**config.mk**
```make
export PLATFORM = sky130hd
export DESIGN_NAME = bus_cycle_controller
export DESIGN_NICKNAME = d
export VERILOG_FILES = /design/src/rtl/buslogic_pkg.sv /design/src/rtl/bus_watchdog.sv /design/src/rtl/bus_cycle_controller.sv
export SDC_FILE = /design/constraint.sdc
export NUM_CORES = 1
export LEC_CHECK = 0
export BUFFER_PORTS_ARGS = -buffer_cell sky130_fd_sc_hd__buf_2
export CORE_MARGIN = 1
export CORE_UTILIZATION = 30
export DETAILED_ROUTE_END_ITERATION = 6
export PLACE_DENSITY = 0.56
export SLEW_MARGIN = 5
export SYNTH_ARGS = -nofsm -noshare
export SYNTH_HDL_FRONTEND = slang
export SYNTH_SLANG_ARGS = --single-unit
```
**constraint.sdc**
```tcl
create_clock -name clock -period 1.6 [get_ports clock]
set_clock_uncertainty 0.05 [all_clocks]
set_input_delay 0.16 -clock clock [delete_from_list [all_inputs] [get_ports clock]]
set_output_delay 0.16 -clock clock [all_outputs]
set_load 0.01 [all_outputs]
```
**src/rtl/buslogic_pkg.sv**
```systemverilog
// Shared port-size / DSACK encodings and the bus-cycle state type for the
// k30p local-bus logic.
package buslogic_pkg;

  localparam logic [1:0] PORT_32  = 2'b00;
  localparam logic [1:0] PORT_16  = 2'b01;
  localparam logic [1:0] PORT_8   = 2'b10;
  localparam logic [1:0] PORT_EXT = 2'b11;

  localparam logic [1:0] DSACK_32   = 2'b00;
  localparam logic [1:0] DSACK_16   = 2'b01;
  localparam logic [1:0] DSACK_8    = 2'b10;
  localparam logic [1:0] DSACK_IDLE = 2'b11;

  localparam logic ACTIVE   = 1'b0;
  localparam logic INACTIVE = 1'b1;

  typedef enum logic [2:0] {
    S_IDLE,
    S_WAIT,
    S_EXTERNAL,
    S_ACK,
    S_BERR
  } state_t;

  function automatic logic [1:0] port_dsack(input logic [1:0] port);
    logic [1:0] code;
    case (port)
      PORT_32: code = DSACK_32;
      PORT_16: code = DSACK_16;
      PORT_8:  code = DSACK_8;
      default: code = DSACK_IDLE;
    endcase
    return code;
  endfunction

endpackage

```
**src/rtl/bus_watchdog.sv**
```systemverilog
// Bus-cycle timeout counter: runs while enabled, flags expiry on the cycle the
// count reaches TIMEOUT_CYCLES; TIMEOUT_CYCLES = 0 disables it entirely.
module bus_watchdog #(
  parameter int unsigned TIMEOUT_CYCLES = 255,
  parameter int unsigned TIMEOUT_WIDTH  = 8
) (
  input  logic clock,
  input  logic reset,
  input  logic enable,
  output logic expired
);

  localparam bit ENABLED = (TIMEOUT_CYCLES != 0);
  localparam int unsigned LAST = ENABLED ? TIMEOUT_CYCLES - 1 : 0;
  localparam logic [TIMEOUT_WIDTH-1:0] LAST_V = LAST[TIMEOUT_WIDTH-1:0];

  logic [TIMEOUT_WIDTH-1:0] count;

  always_ff @(posedge clock or negedge reset) begin
    if (!reset) begin
      count <= '0;
    end else if (!enable || !ENABLED) begin
      count <= '0;
    end else if (count != LAST_V) begin
      count <= count + 1'b1;
    end
  end

  // The Nth enabled edge is the one that sees count == N-1.
  assign expired = ENABLED && enable && (count == LAST_V);

endmodule

```
**src/rtl/bus_cycle_controller.sv**
```systemverilog
// Local-bus cycle terminator: per-region wait states and port size, external
// acknowledge pass-through, BERR watchdog and CPU clock divider.
module bus_cycle_controller
  import buslogic_pkg::*;
#(
  parameter int unsigned NUM_REGIONS    = 4,
  parameter int unsigned WAIT_WIDTH     = 4,
  parameter logic [NUM_REGIONS*WAIT_WIDTH-1:0] REGION_WAITS = '0,
  parameter logic [NUM_REGIONS*2-1:0]          REGION_PORT  = '0,
  parameter int unsigned TIMEOUT_CYCLES = 255,
  parameter int unsigned TIMEOUT_WIDTH  = 8,
  parameter int unsigned CLOCK_DIV_LOG2 = 2
) (
  input  logic                   clock,
  input  logic                   reset,
  input  logic                   cpu_as,
  input  logic [NUM_REGIONS-1:0] region_request,
  input  logic [1:0]             external_dsack,
  input  logic                   timeout_clear,
  output logic                   cpu_clock,
  output logic [1:0]             cpu_dsack_out,
  output logic                   cpu_berr_out,
  output logic                   timeout_flag,
  output logic [2:0]             active_region
);

  state_t                    state;
  logic                      as_q;
  logic [WAIT_WIDTH-1:0]     wait_cnt;
  logic [1:0]                ack_code;
  logic                      no_region;
  logic [CLOCK_DIV_LOG2-1:0] div_cnt;
  logic                      wd_enable;
  logic                      expired;

  logic                  hit;
  logic [2:0]            sel_idx;
  logic [WAIT_WIDTH-1:0] sel_wait;
  logic [1:0]            sel_port;

  always_ff @(posedge clock or negedge reset) begin
    if (!reset) as_q <= INACTIVE;
    else        as_q <= cpu_as;
  end

  // Scan high to low so the lowest active index is the last one written.
  always_comb begin
    hit      = 1'b0;
    sel_idx  = '0;
    sel_wait = '0;
    sel_port = PORT_32;
    for (int unsigned i = NUM_REGIONS; i > 0; i--) begin
      if (region_request[i-1] == ACTIVE) begin
        hit      = 1'b1;
        sel_idx  = 3'(i - 1);
        sel_wait = REGION_WAITS[(i-1)*WAIT_WIDTH +: WAIT_WIDTH];
        sel_port = REGION_PORT[(i-1)*2 +: 2];
      end
    end
  end

  assign wd_enable = (state == S_WAIT) || (state == S_EXTERNAL);

  bus_watchdog #(
    .TIMEOUT_CYCLES (TIMEOUT_CYCLES),
    .TIMEOUT_WIDTH  (TIMEOUT_WIDTH)
  ) u_watchdog (
    .clock   (clock),
    .reset   (reset),
    .enable  (wd_enable),
    .expired (expired)
  );

  always_ff @(posedge clock or negedge reset) begin
    if (!reset) begin
      state         <= S_IDLE;
      cpu_dsack_out <= DSACK_IDLE;
      cpu_berr_out  <= INACTIVE;
      timeout_flag  <= 1'b0;
      active_region <= '0;
      wait_cnt      <= '0;
      ack_code      <= DSACK_IDLE;
      no_region     <= 1'b0;
    end else begin
      if (timeout_clear) timeout_flag <= 1'b0;
      case (state)
        S_IDLE: begin
          cpu_dsack_out <= DSACK_IDLE;
          cpu_berr_out  <= INACTIVE;
          if (as_q == ACTIVE) begin
            if (hit) begin
              active_region <= sel_idx;
              no_region     <= 1'b0;
              if (sel_port == PORT_EXT) begin
                state <= S_EXTERNAL;
              end else begin
                wait_cnt <= sel_wait;
                ack_code <= port_dsack(sel_port);
                state    <= S_WAIT;
              end
            end else begin
              no_region <= 1'b1;
              state     <= S_EXTERNAL;
            end
          end
        end
        S_WAIT: begin
          if (as_q == INACTIVE) begin
            state <= S_IDLE;
          end else if (wait_cnt == '0) begin
            state <= S_ACK;
          end else if (expired) begin
            state        <= S_BERR;
            timeout_flag <= 1'b1;
          end else begin
            wait_cnt <= wait_cnt - 1'b1;
          end
        end
        S_EXTERNAL: begin
          // An acknowledge arriving on the expiry cycle takes precedence.
          if (as_q == INACTIVE) begin
            state <= S_IDLE;
          end else if (!no_region && external_dsack != DSACK_IDLE) begin
            ack_code <= external_dsack;
            state    <= S_ACK;
          end else if (expired) begin
            state        <= S_BERR;
            timeout_flag <= 1'b1;
          end
        end
        S_ACK: begin
          cpu_dsack_out <= ack_code;
          if (as_q == INACTIVE) state <= S_IDLE;
        end
        S_BERR: begin
          cpu_dsack_out <= DSACK_IDLE;
          cpu_berr_out  <= ACTIVE;
          if (as_q == INACTIVE) state <= S_IDLE;
        end
        default: state <= S_IDLE;
      endcase
    end
  end

  always_ff @(posedge clock or negedge reset) begin
    if (!reset) begin
      div_cnt   <= '0;
      cpu_clock <= 1'b0;
    end else begin
      div_cnt   <= div_cnt + 1'b1;
      cpu_clock <= div_cnt[CLOCK_DIV_LOG2-1];
    end
  end

endmodule

```
Word-level counts from Yosys, hierarchy flattened
Cells that the tools add are included.
{"block": "word_totals", "reg_bits": 29, "latch_bits": 0, "mem_bits_rw": 0, "rom_bits": 0, "inputBits": 10, "out_inout_bits": 8, "word_cells": 89, "n_memories": 0}
{"block": "classes", "addsub": 3, "multipliers": 0, "div_mod_pow": 0, "magnitude_cmp": 0, "eq_ne": 16, "shifts": 0, "mux": 40, "n_bitwise": 1, "reduce_logical": 17}
{"op": "$mux W3", "n": 10}
{"op": "$mux W4", "n": 5}
{"op": "$mux W8", "n": 2}
{"op": "$ne A2 B2 Y1 const B", "n": 8}
{"op": "$mux W2", "n": 6}
{"op": "$pmux W3 S4", "n": 1}
{"op": "$mux W1", "n": 11}
{"op": "$add A8 B1 Y8 const B", "n": 1}
{"op": "$eq A8 B8 Y1 const B", "n": 1}
{"op": "$ne A8 B8 Y1 const B", "n": 1}
{"op": "$pmux W2 S2", "n": 2}
{"op": "$pmux W4 S2", "n": 1}
{"op": "$reduce_bool A2 Y1", "n": 4}
{"op": "$eq A3 B2 Y1 const B", "n": 2}
{"op": "$reduce_and A6 Y1", "n": 1}
{"op": "$reduce_and A5 Y1", "n": 1}
{"op": "$logic_not A4 Y1", "n": 1}
{"op": "$ne A2 B1 Y1 const B", "n": 2}
{"op": "$pmux W1 S2", "n": 2}
{"op": "$reduce_and A2 Y1", "n": 2}
{"op": "$reduce_or A2 Y1", "n": 2}
{"op": "$sub A4 B1 Y4 const B", "n": 1}
{"op": "$eq A3 B1 Y1 const B", "n": 1}
{"op": "$eq A3 B3 Y1 const B", "n": 1}
{"op": "7 further kinds", "n": 8}

Depth between registers and ports, before layout
Gate-level depths: netlist of the first run.
{"block": "depth", "depth_word": 7, "depth_mapped": 6, "depth_no_buf": 6}

Cells and area by module
From an unflattened synthesis of the first run, not the netlist that was laid out.
{"block": "hier_totals", "cells_unflattened": 143, "hier_area_um2": 1497.7}
{"module": "bus_cycle_controller", "n_inst": 1, "cells_per_inst": 99, "area_each_um2": 1043.5}
{"module": "bus_watchdog", "n_inst": 1, "cells_per_inst": 44, "area_each_um2": 454.2}

Least setup slack after synthesis of the first run
Ideal clock, no wire load.
{"block": "synth_timing", "path_kind": "flip-flop to flip-flop", "startpoint": "register u_watchdog.count[0]", "endpoint": "register wait_cnt[2]", "setup_time_ns": 0.066, "t_arrival_ns": 1.431, "t_required_ns": 1.484, "setup_slack_ns": 0.053, "stages_incl_launch_ff": 7, "n_path_buf": 0, "synth_period_minus_slack_ns": 1.547, "cell_sequence": "dfrtp_1 > inv_1 > ha_1 > nand3_1 > o21ai_2 > or4b_1 > nand2_1"}
{"block": "synth_between", "elab_chain_cells": 4}
{"item": "start, declared", "line": "bus_watchdog.sv:17", "text": "logic [TIMEOUT_WIDTH-1:0] count;"}
{"item": "start signal, assigned", "line": "bus_watchdog.sv:25", "text": "count <= count + 1'b1;"}
{"item": "$eq A8 B8 Y1", "line": "bus_watchdog.sv:30", "text": "assign expired = ENABLED && enable && (count == LAST_V);"}
{"item": "$logic_and A1 B1 Y1", "line": "bus_watchdog.sv:30"}
{"item": "$ne A2 B2 Y1 (no line)"}
{"item": "$reduce_and A6 Y1 (no line)"}
{"item": "end signal, assigned", "line": "bus_cycle_controller.sv:97", "text": "wait_cnt <= sel_wait;"}
{"item": "end signal, assigned", "line": "bus_cycle_controller.sv:116", "text": "wait_cnt <= wait_cnt - 1'b1;"}
{"item": "end, declared", "line": "bus_cycle_controller.sv:29", "text": "logic [WAIT_WIDTH-1:0] wait_cnt;"}
Every way passes these cells.
A chain may end at the register's enable or synchronous reset.

Final worst setup path of the first run
{"block": "layout_timing", "startpoint": "register wait_cnt[0]", "endpoint": "register wait_cnt[2]"}
{"block": "layout_between", "elab_chain_cells": 5, "elab_cells_between_ends": 8, "cone_classes": "add/sub (1); eq/ne (1); mux (4); reduce/logical (2)"}
{"item": "$sub A4 B1 Y4", "line": "bus_cycle_controller.sv:116"}
{"item": "$mux W4", "line": "bus_cycle_controller.sv:112", "text": "end else if (expired) begin"}
{"item": "$mux W4", "line": "bus_cycle_controller.sv:110", "text": "end else if (wait_cnt == '0) begin"}
{"item": "$mux W4", "line": "bus_cycle_controller.sv:108", "text": "if (as_q == INACTIVE) begin"}
{"item": "$pmux W4 S2", "line": "bus_cycle_controller.sv:86", "text": "case (state)"}
Several ways; a longest one is shown, not always the timed one. The select of a mux whose other input is x is not followed.

==> flow_metrics.env, run 1 <==
export IMPL_status="complete, but fails checks"
export IMPL_violations="design-rule violations"
export IMPL_yosysTopAreaCell="dfrtp_1"
export IMPL_final_hold_viol_count=0
export IMPL_seq_area_um2=708
export IMPL_drive_gt1_frac=0.323
export IMPL_critical_path_slowest_cell="or4b_1"
export IMPL_avgSynthCellArea_um2=9.84
export IMPL_fmax_mhz=656
export IMPL_drc=1
export IMPL_drtIter0Drc=59
export IMPL_yosysMostFrequentCell="dfrtp_1"
export IMPL_die_area_um2=5170
export IMPL_antenna_found_initial=0
export IMPL_multiInputGateArea_um2=736
export IMPL_dr_total_vias=1221
export IMPL_crit_arrival_ns=1.70
export IMPL_start_util=0.310
export IMPL_grt_pass1_vias=1164
export IMPL_dp_cells=245
export IMPL_root_buffer="clkbuf_8"
export IMPL_synthArstFlopShare=1.00
export IMPL_grt_overflow=0
export IMPL_syn2layout_area_growth_pct=27.6
export IMPL_cts_sinks=28
export IMPL_grt_pass1_wl_mm=5.47
export IMPL_synth_edf_count=0
export IMPL_hold_path_class="in2reg"
export IMPL_path_cells="inv_2, ha_4, nand4bb_1, o211ai_1, or4b_1, nand2_1"
export IMPL_powerDensity_nw_per_um2=1330
export IMPL_slowest_delay_ns=0.51
export IMPL_ys_seq_area_frac=0.483
export IMPL_ys_top_cells_by_area="dfrtp_1, dfstp_2, ha_1"
export IMPL_path_class="reg2reg"
export IMPL_grt_usage=0.134
export IMPL_postRouteAntennaNets=0
export IMPL_peakVddDrop_mv=0.544
export IMPL_critPathRequiredTime_ns=1.77
export IMPL_postSynthCellCount=149
export IMPL_yosys_area_top_type_share=0.375
export IMPL_die_width_um=71.9
export IMPL_power_leakage_nw=0.835
export IMPL_post_route_period_util=0.953
export IMPL_drt_first_pass_iters=6
export IMPL_pin_count=18
export IMPL_syn_area_um2=1470
export IMPL_port_buffers=16
export IMPL_wl_mm=3.09
export IMPL_drv_slew=0
export IMPL_relSlewSlack=0.568
export IMPL_critPathLaunchType="flop"
export IMPL_final_util=0.396
export IMPL_viasPerCell=4.83
export IMPL_cp_max_fo=3
export IMPL_ys_warn_count=0
export IMPL_syn_nets=163
export IMPL_htreeDepth=1
export IMPL_dpl_hpwl_mm=2.27
export IMPL_cts_clk_slew_worst_paths_ns=0.09
export IMPL_antennaDiodeCount=0
export IMPL_critPathCaptureType="flop"
export IMPL_cap_violations=0
export IMPL_final_cells=253
export IMPL_row_count=25
export IMPL_die_h_um=71.9
export IMPL_nets=201
export IMPL_clk_insertion_delay_late_ns=0.28
export IMPL_synth_common_cells="dfrtp_1, nor2_1, nand2_1, inv_1, a21oi_1"
export IMPL_gp_congestion=0.768
export IMPL_fillers=470
export IMPL_fin_crit_ns=1.52
export IMPL_grt_max_degree=29
export IMPL_fp_coreArea_um2=4720
export IMPL_cts_buffers=3
export IMPL_worst_pin_slew_ns=0.648
export IMPL_synth_ff_latch_count=28
export IMPL_max_clock_path_buffers=2
export IMPL_tritoncts="yes"
export IMPL_synth_cell_types=46
export IMPL_routedWlPerCell_um=12.2
export IMPL_setup_viol=0
export IMPL_synth_ff_type="dfrtp_1"
[flip-flops by register name (all words and copies together) (netlist names)]
| register | cells |
|---|---|
| active_region | 2 |
| as_q | 1 |
| u_watchdog.count | 8 |
| div_cnt | 2 |
| cpu_dsack_out | 2 |
| ack_code | 2 |
| state | 3 |
| wait_cnt | 4 |
| cpu_berr_out | 1 |
| timeout_flag | 1 |
| cpu_clock | 1 |
| no_region | 1 |
[layer usage]
metal | GRT usage | vias up | routed length (um)
met4 | 0.0458 | 0 | 25
met1 | 0.192 | 587 | 1510
li1 | - | 614 | -
met2 | 0.213 | 18 | 1470
met3 | 0.0167 | 2 | 78
met5 | 0 | - | 0
[worst max-delay path: cells and delay by family, from the launching register on]
family	cells	cell delay, ns
AOI/OAI and AO/OA	1	0.12
adders and majority gates	1	0.15
buffers and inverters	1	0.06
DFF	1	0.37
and+or+nand+nor	3	0.72
[path summary, 6_finish.rpt]
path                          startpoint                  end  slack, ns  cells after the start
setup / recovery             wait_cnt[0]          wait_cnt[2]       0.08                      6
hold / removal             timeout_clear         timeout_flag      0.009                      2
setup reg to reg             wait_cnt[0]          wait_cnt[2]       0.08                      6
hold reg to reg               div_cnt[1]            cpu_clock       0.36                      0
max in group asynchronous          reset             state[2]       0.70                      2
min in group asynchronous          reset  u_watchdog.count[7]       0.39                      2
[cells in the final DEF (no fill, tap or decap), drive strengths merged, types with 5 or more instances in the layout]
cell / netlist / final
buf: 4 / 36
o21ai: 9 / 9
a21oi: 9 / 9
inv: 10 / 10
nor3: 5 / 5
dfstp: 6 / 6
o211ai: 5 / 5
nor2: 13 / 13
dfrtp: 22 / 22
nand2: 11 / 11
[timing repair]
item	CTS	global route
hold endpoints to repair	23	0
setup endpoints to repair	0	10
buffers inserted	0	2
resized for setup	0	11
hold buffers	2	0
[per-stage QoR]
step	worst slack, ns	total power, mW	hold slack [ns]	cell area (um2)	setup TNS (ns)
3_5_place_dp	0.0552	1.96	0.185	1730	0
6_report	0.0752	2.49	0.00903	1870	0
4_1_cts	0.0290	2.42	0.00541	1810	0
5_1_grt	-0.00972	2.70	0.00467	1870	-0.00972
3_3_place_gp	0.0705	1.95	0.180	1730	0
2_1_floorplan	0.0534	1.61	-0.186	1470	0
[logic make-up after synthesis]
| kind of cell | count (synthesis) | synth area share |
|---|---|---|
| XOR/XNOR | 5 | 0.0299 |
| AO/OA/AOI/OAI | 42 | 0.187 |
| multiplexers | 4 | 0.0290 |
| flip-flops | 28 | 0.483 |
| AND/OR/NAND/NOR | 50 | 0.187 |
| other | 1 | 0.00256 |
| buffers and inverters | 15 | 0.0478 |
| adder cells (fa/ha/maj) | 4 | 0.0341 |
[power breakdown]
| group | switching, mW | leakage [nW] | internal, mW |
|---|---|---|---|
| Clock | 0.221 | 0.0288 | 0.221 |
| Combinational | 0.531 | 0.453 | 0.508 |
| Sequential | 0.129 | 0.353 | 0.885 |
| Total | 0.881 | 0.835 | 1.61 |
[final cells by class]
| type | count | area share |
|---|---|---|
| multi-input combinational | 106 | 0.393 |
| sequential | 28 | 0.379 |
| timing repair buffer | 38 | 0.134 |
| tap | 67 | 0.0448 |
| clock buffer | 4 | 0.0294 |
| inverter | 10 | 0.0201 |
Note: power is estimated with default switching activity, not from simulation.
==> run 2, diff against run 1 <==
--- a/config.mk
+++ b/config.mk
@@ -6,10 +6,12 @@
 export NUM_CORES = 1
 export LEC_CHECK = 0
 export BUFFER_PORTS_ARGS = -buffer_cell sky130_fd_sc_hd__buf_2
+export CELL_PAD_IN_SITES_DETAIL_PLACEMENT = 2
+export CELL_PAD_IN_SITES_GLOBAL_PLACEMENT = 2
 export CORE_MARGIN = 1
 export CORE_UTILIZATION = 30
 export DETAILED_ROUTE_END_ITERATION = 6
-export PLACE_DENSITY = 0.56
+export PLACE_DENSITY = 0.75
 export SLEW_MARGIN = 5
 export SYNTH_ARGS = -nofsm -noshare
 export SYNTH_HDL_FRONTEND = slang
==> constraint.sdc (replaced) <==
create_clock -name clock -period 1.8 [get_ports clock]
set_clock_uncertainty 0.05 [all_clocks]
set_input_delay 0.18 -clock clock [delete_from_list [all_inputs] [get_ports clock]]
set_output_delay 0.18 -clock clock [all_outputs]
set_load 0.01 [all_outputs]
==> run 2 against run 1 <==
The flow now finishes without violations. Via count is 0.98% higher. Combinational power is 22% lower. Setup slack better by 0.011 ns. Hold slack better by 0.036 ns. Clock-buffer cell count is 1 lower. Sequential share of layout area is 2.6 points higher.
==> flow_metrics.env, run 2 (same netlist as run 1, synthesis figures left out) <==
export IMPL_relSlewSlack=0.579
export IMPL_pre_cts_slack_ns=0.0349
export IMPL_die_area_um2=5170
export IMPL_dr_wl_met2_mm=2.11
export IMPL_final_hold_viol_count=0
export IMPL_cts_clk_slew_worst_paths_ns=0.10
export IMPL_die_h_um=71.9
export IMPL_post_route_period_util=0.952
export IMPL_routedWlPerCell_um=16.4
export IMPL_regMostFlops="u_watchdog.count"
export IMPL_startpoint="u_watchdog.count[1]"
export IMPL_setup_viol=0
export IMPL_fin_ws_ns=0.0865
export IMPL_postRouteAntennaNets=0
export IMPL_start_util=0.310
export IMPL_wl_met1_mm=1.70
export IMPL_syn2layout_area_growth_pct=19.5
export IMPL_drtIter0Drc=26
export IMPL_hold_slack_ns=0.0449
export IMPL_dp_cells=232
export IMPL_reg_top3="u_watchdog.count: 8 flops, wait_cnt: 4 flops, state: 3 flops"
export IMPL_nets=188
export IMPL_slowest_delay_ns=0.50
export IMPL_grt_pass1_wl_mm=6.89
export IMPL_status="finished clean"
export IMPL_peakVddDrop_mv=0.487
export IMPL_cts_sinks=28
export IMPL_row_count=25
export IMPL_dr_total_vias=1233
export IMPL_largest_register_ffs=8
export IMPL_regToRegSetupSlack_ns=0.09
export IMPL_dr_max_layer_used="met4"
export IMPL_power_leakage_nw=0.781
export IMPL_drt_first_pass_iters=4
export IMPL_regToRegEndpoint="wait_cnt[2]"
export IMPL_drc=0
export IMPL_fp_coreArea_um2=4720
export IMPL_fmax_mhz=584
export IMPL_htreeDepth=1
export IMPL_rsz0062_at_grt="false"
export IMPL_fillers=530
export IMPL_wl_mm=3.93
export IMPL_critPathCaptureType="flop"
export IMPL_cp_max_fo=6
export IMPL_setup_tns_ns=0
export IMPL_tritoncts="yes"
export IMPL_reg2reg_depth=5
export IMPL_port_buffers=16
export IMPL_reg2reg_from="u_watchdog.count[1]"
export IMPL_viasPerCell=5.14
export IMPL_final_cell_mix="dfrtp_1, buf_2, nor2_1"
export IMPL_critPathRequiredTime_ns=1.97
export IMPL_powerDensity_nw_per_um2=1280
export IMPL_cp_buffers_inverters=0
export IMPL_grt_overflow=0
export IMPL_total_power_mw=2.24
export IMPL_fin_crit_ns=1.71
export IMPL_root_buffer="clkbuf_8"
export IMPL_hold_path_class="in2reg"
export IMPL_crit_arrival_ns=1.88
export IMPL_cap_violations=0
export IMPL_cts_buffers=3
export IMPL_drv_slew=0
export IMPL_dpl_hpwl_mm=2.98
export IMPL_worstSetupEndpoint="wait_cnt[2]"
export IMPL_grt_pass1_vias=1402
export IMPL_layout_commonest_cell="dfrtp_1"
export IMPL_path_cells="ha_1, nand3_1, o21ai_2, or4b_1, nand2_1"
export IMPL_max_clock_path_buffers=2
export IMPL_antenna_found_initial=0
export IMPL_grt_max_degree=29
export IMPL_drive_gt1_frac=0.237
export IMPL_cpLargestDelayFamily="simple AND/OR/NAND/NOR gates"
export IMPL_critical_path_slowest_cell="or4b_1"
export IMPL_met3_wirelength_um=76
export IMPL_critPathLaunchType="flop"
export IMPL_path_class="reg2reg"
export IMPL_critical_path_cell_count=5
export IMPL_pin_count=18
export IMPL_worst_pin_slew_ns=0.631
export IMPL_antennaDiodeCount=0
export IMPL_final_cells=240
export IMPL_gp_congestion=0.760
export IMPL_die_width_um=71.9
export IMPL_grt_usage=0.172
export IMPL_clk_insertion_delay_late_ns=0.28
## run 2: changes by cell type in the layout (fill, tap and decap cells not counted), sizes merged
| cell | delta |
|---|---|
| buf | -13 |
| bufinv | +1 |
| clkbuf | -1 |
## run 2: final cells by class
class | count | area, um2 | area share
clock buffers | 3 | 41.3 | 0.0236
clock inverters | 1 | 30.0 | 0.0171
inverters | 10 | 37.5 | 0.0214
multi-input cells | 106 | 698 | 0.399
flip-flops and latches | 28 | 708 | 0.404
well taps | 67 | 83.8 | 0.0479
repair buffers | 25 | 153 | 0.0871
## run 2: timing repair
item                                    in CTS  in global routing
resized for setup                            0                  3
buffers inserted                             0                  2
endpoints found under the setup margin       0                  8
endpoints found under the hold margin       23                  0
hold buffers                                 2                  0
## run 2: how the worst min path moves through the flow
| stage | start | end | slack (ns) | cells after the start |
|---|---|---|---|---|
| after global placement | reset | u_watchdog.count[1] | 0.19 | 1 |
| after floorplan | reset | active_region[0] | -0.17 | 0 |
| after global routing | timeout_clear | timeout_flag | 0.05 | 2 |
| after detailed placement | reset | u_watchdog.count[7] | 0.18 | 1 |
| final | timeout_clear | timeout_flag | 0.04 | 2 |
| after CTS | timeout_clear | timeout_flag | 0.04 | 2 |
## run 2: through the flow
step | util | area [um2]
2_1_floorplan | - | 1470
3_3_place_gp | 0.346 | 1640
3_5_place_dp | 0.346 | 1640
4_1_cts | 0.366 | 1730
5_1_grt | 0.371 | 1750
6_report | 0.371 | 1750
## run 2: worst register-to-register path, stage by stage, from the launching register on
cell	delay [ns]
dfrtp_1	0.48
ha_1	0.25
nand3_1	0.18
o21ai_2	0.12
or4b_1	0.50
nand2_1	0.08
## run 2: report_power, final
| group | total [mW] | leakage [nW] | switching, mW | internal, mW |
|---|---|---|---|---|
| logic | 0.814 | 0.393 | 0.460 | 0.354 |
| clock network | 0.497 | 0.0357 | 0.199 | 0.298 |
| registers | 0.925 | 0.353 | 0.138 | 0.786 |
| total | 2.24 | 0.781 | 0.797 | 1.44 |
## run 2: routing by layer
metal	up-vias	GRT usage
met5	-	0
met4	0	0.0545
met2	12	0.310
met3	4	0.0208
li1	586	-
met1	631	0.215
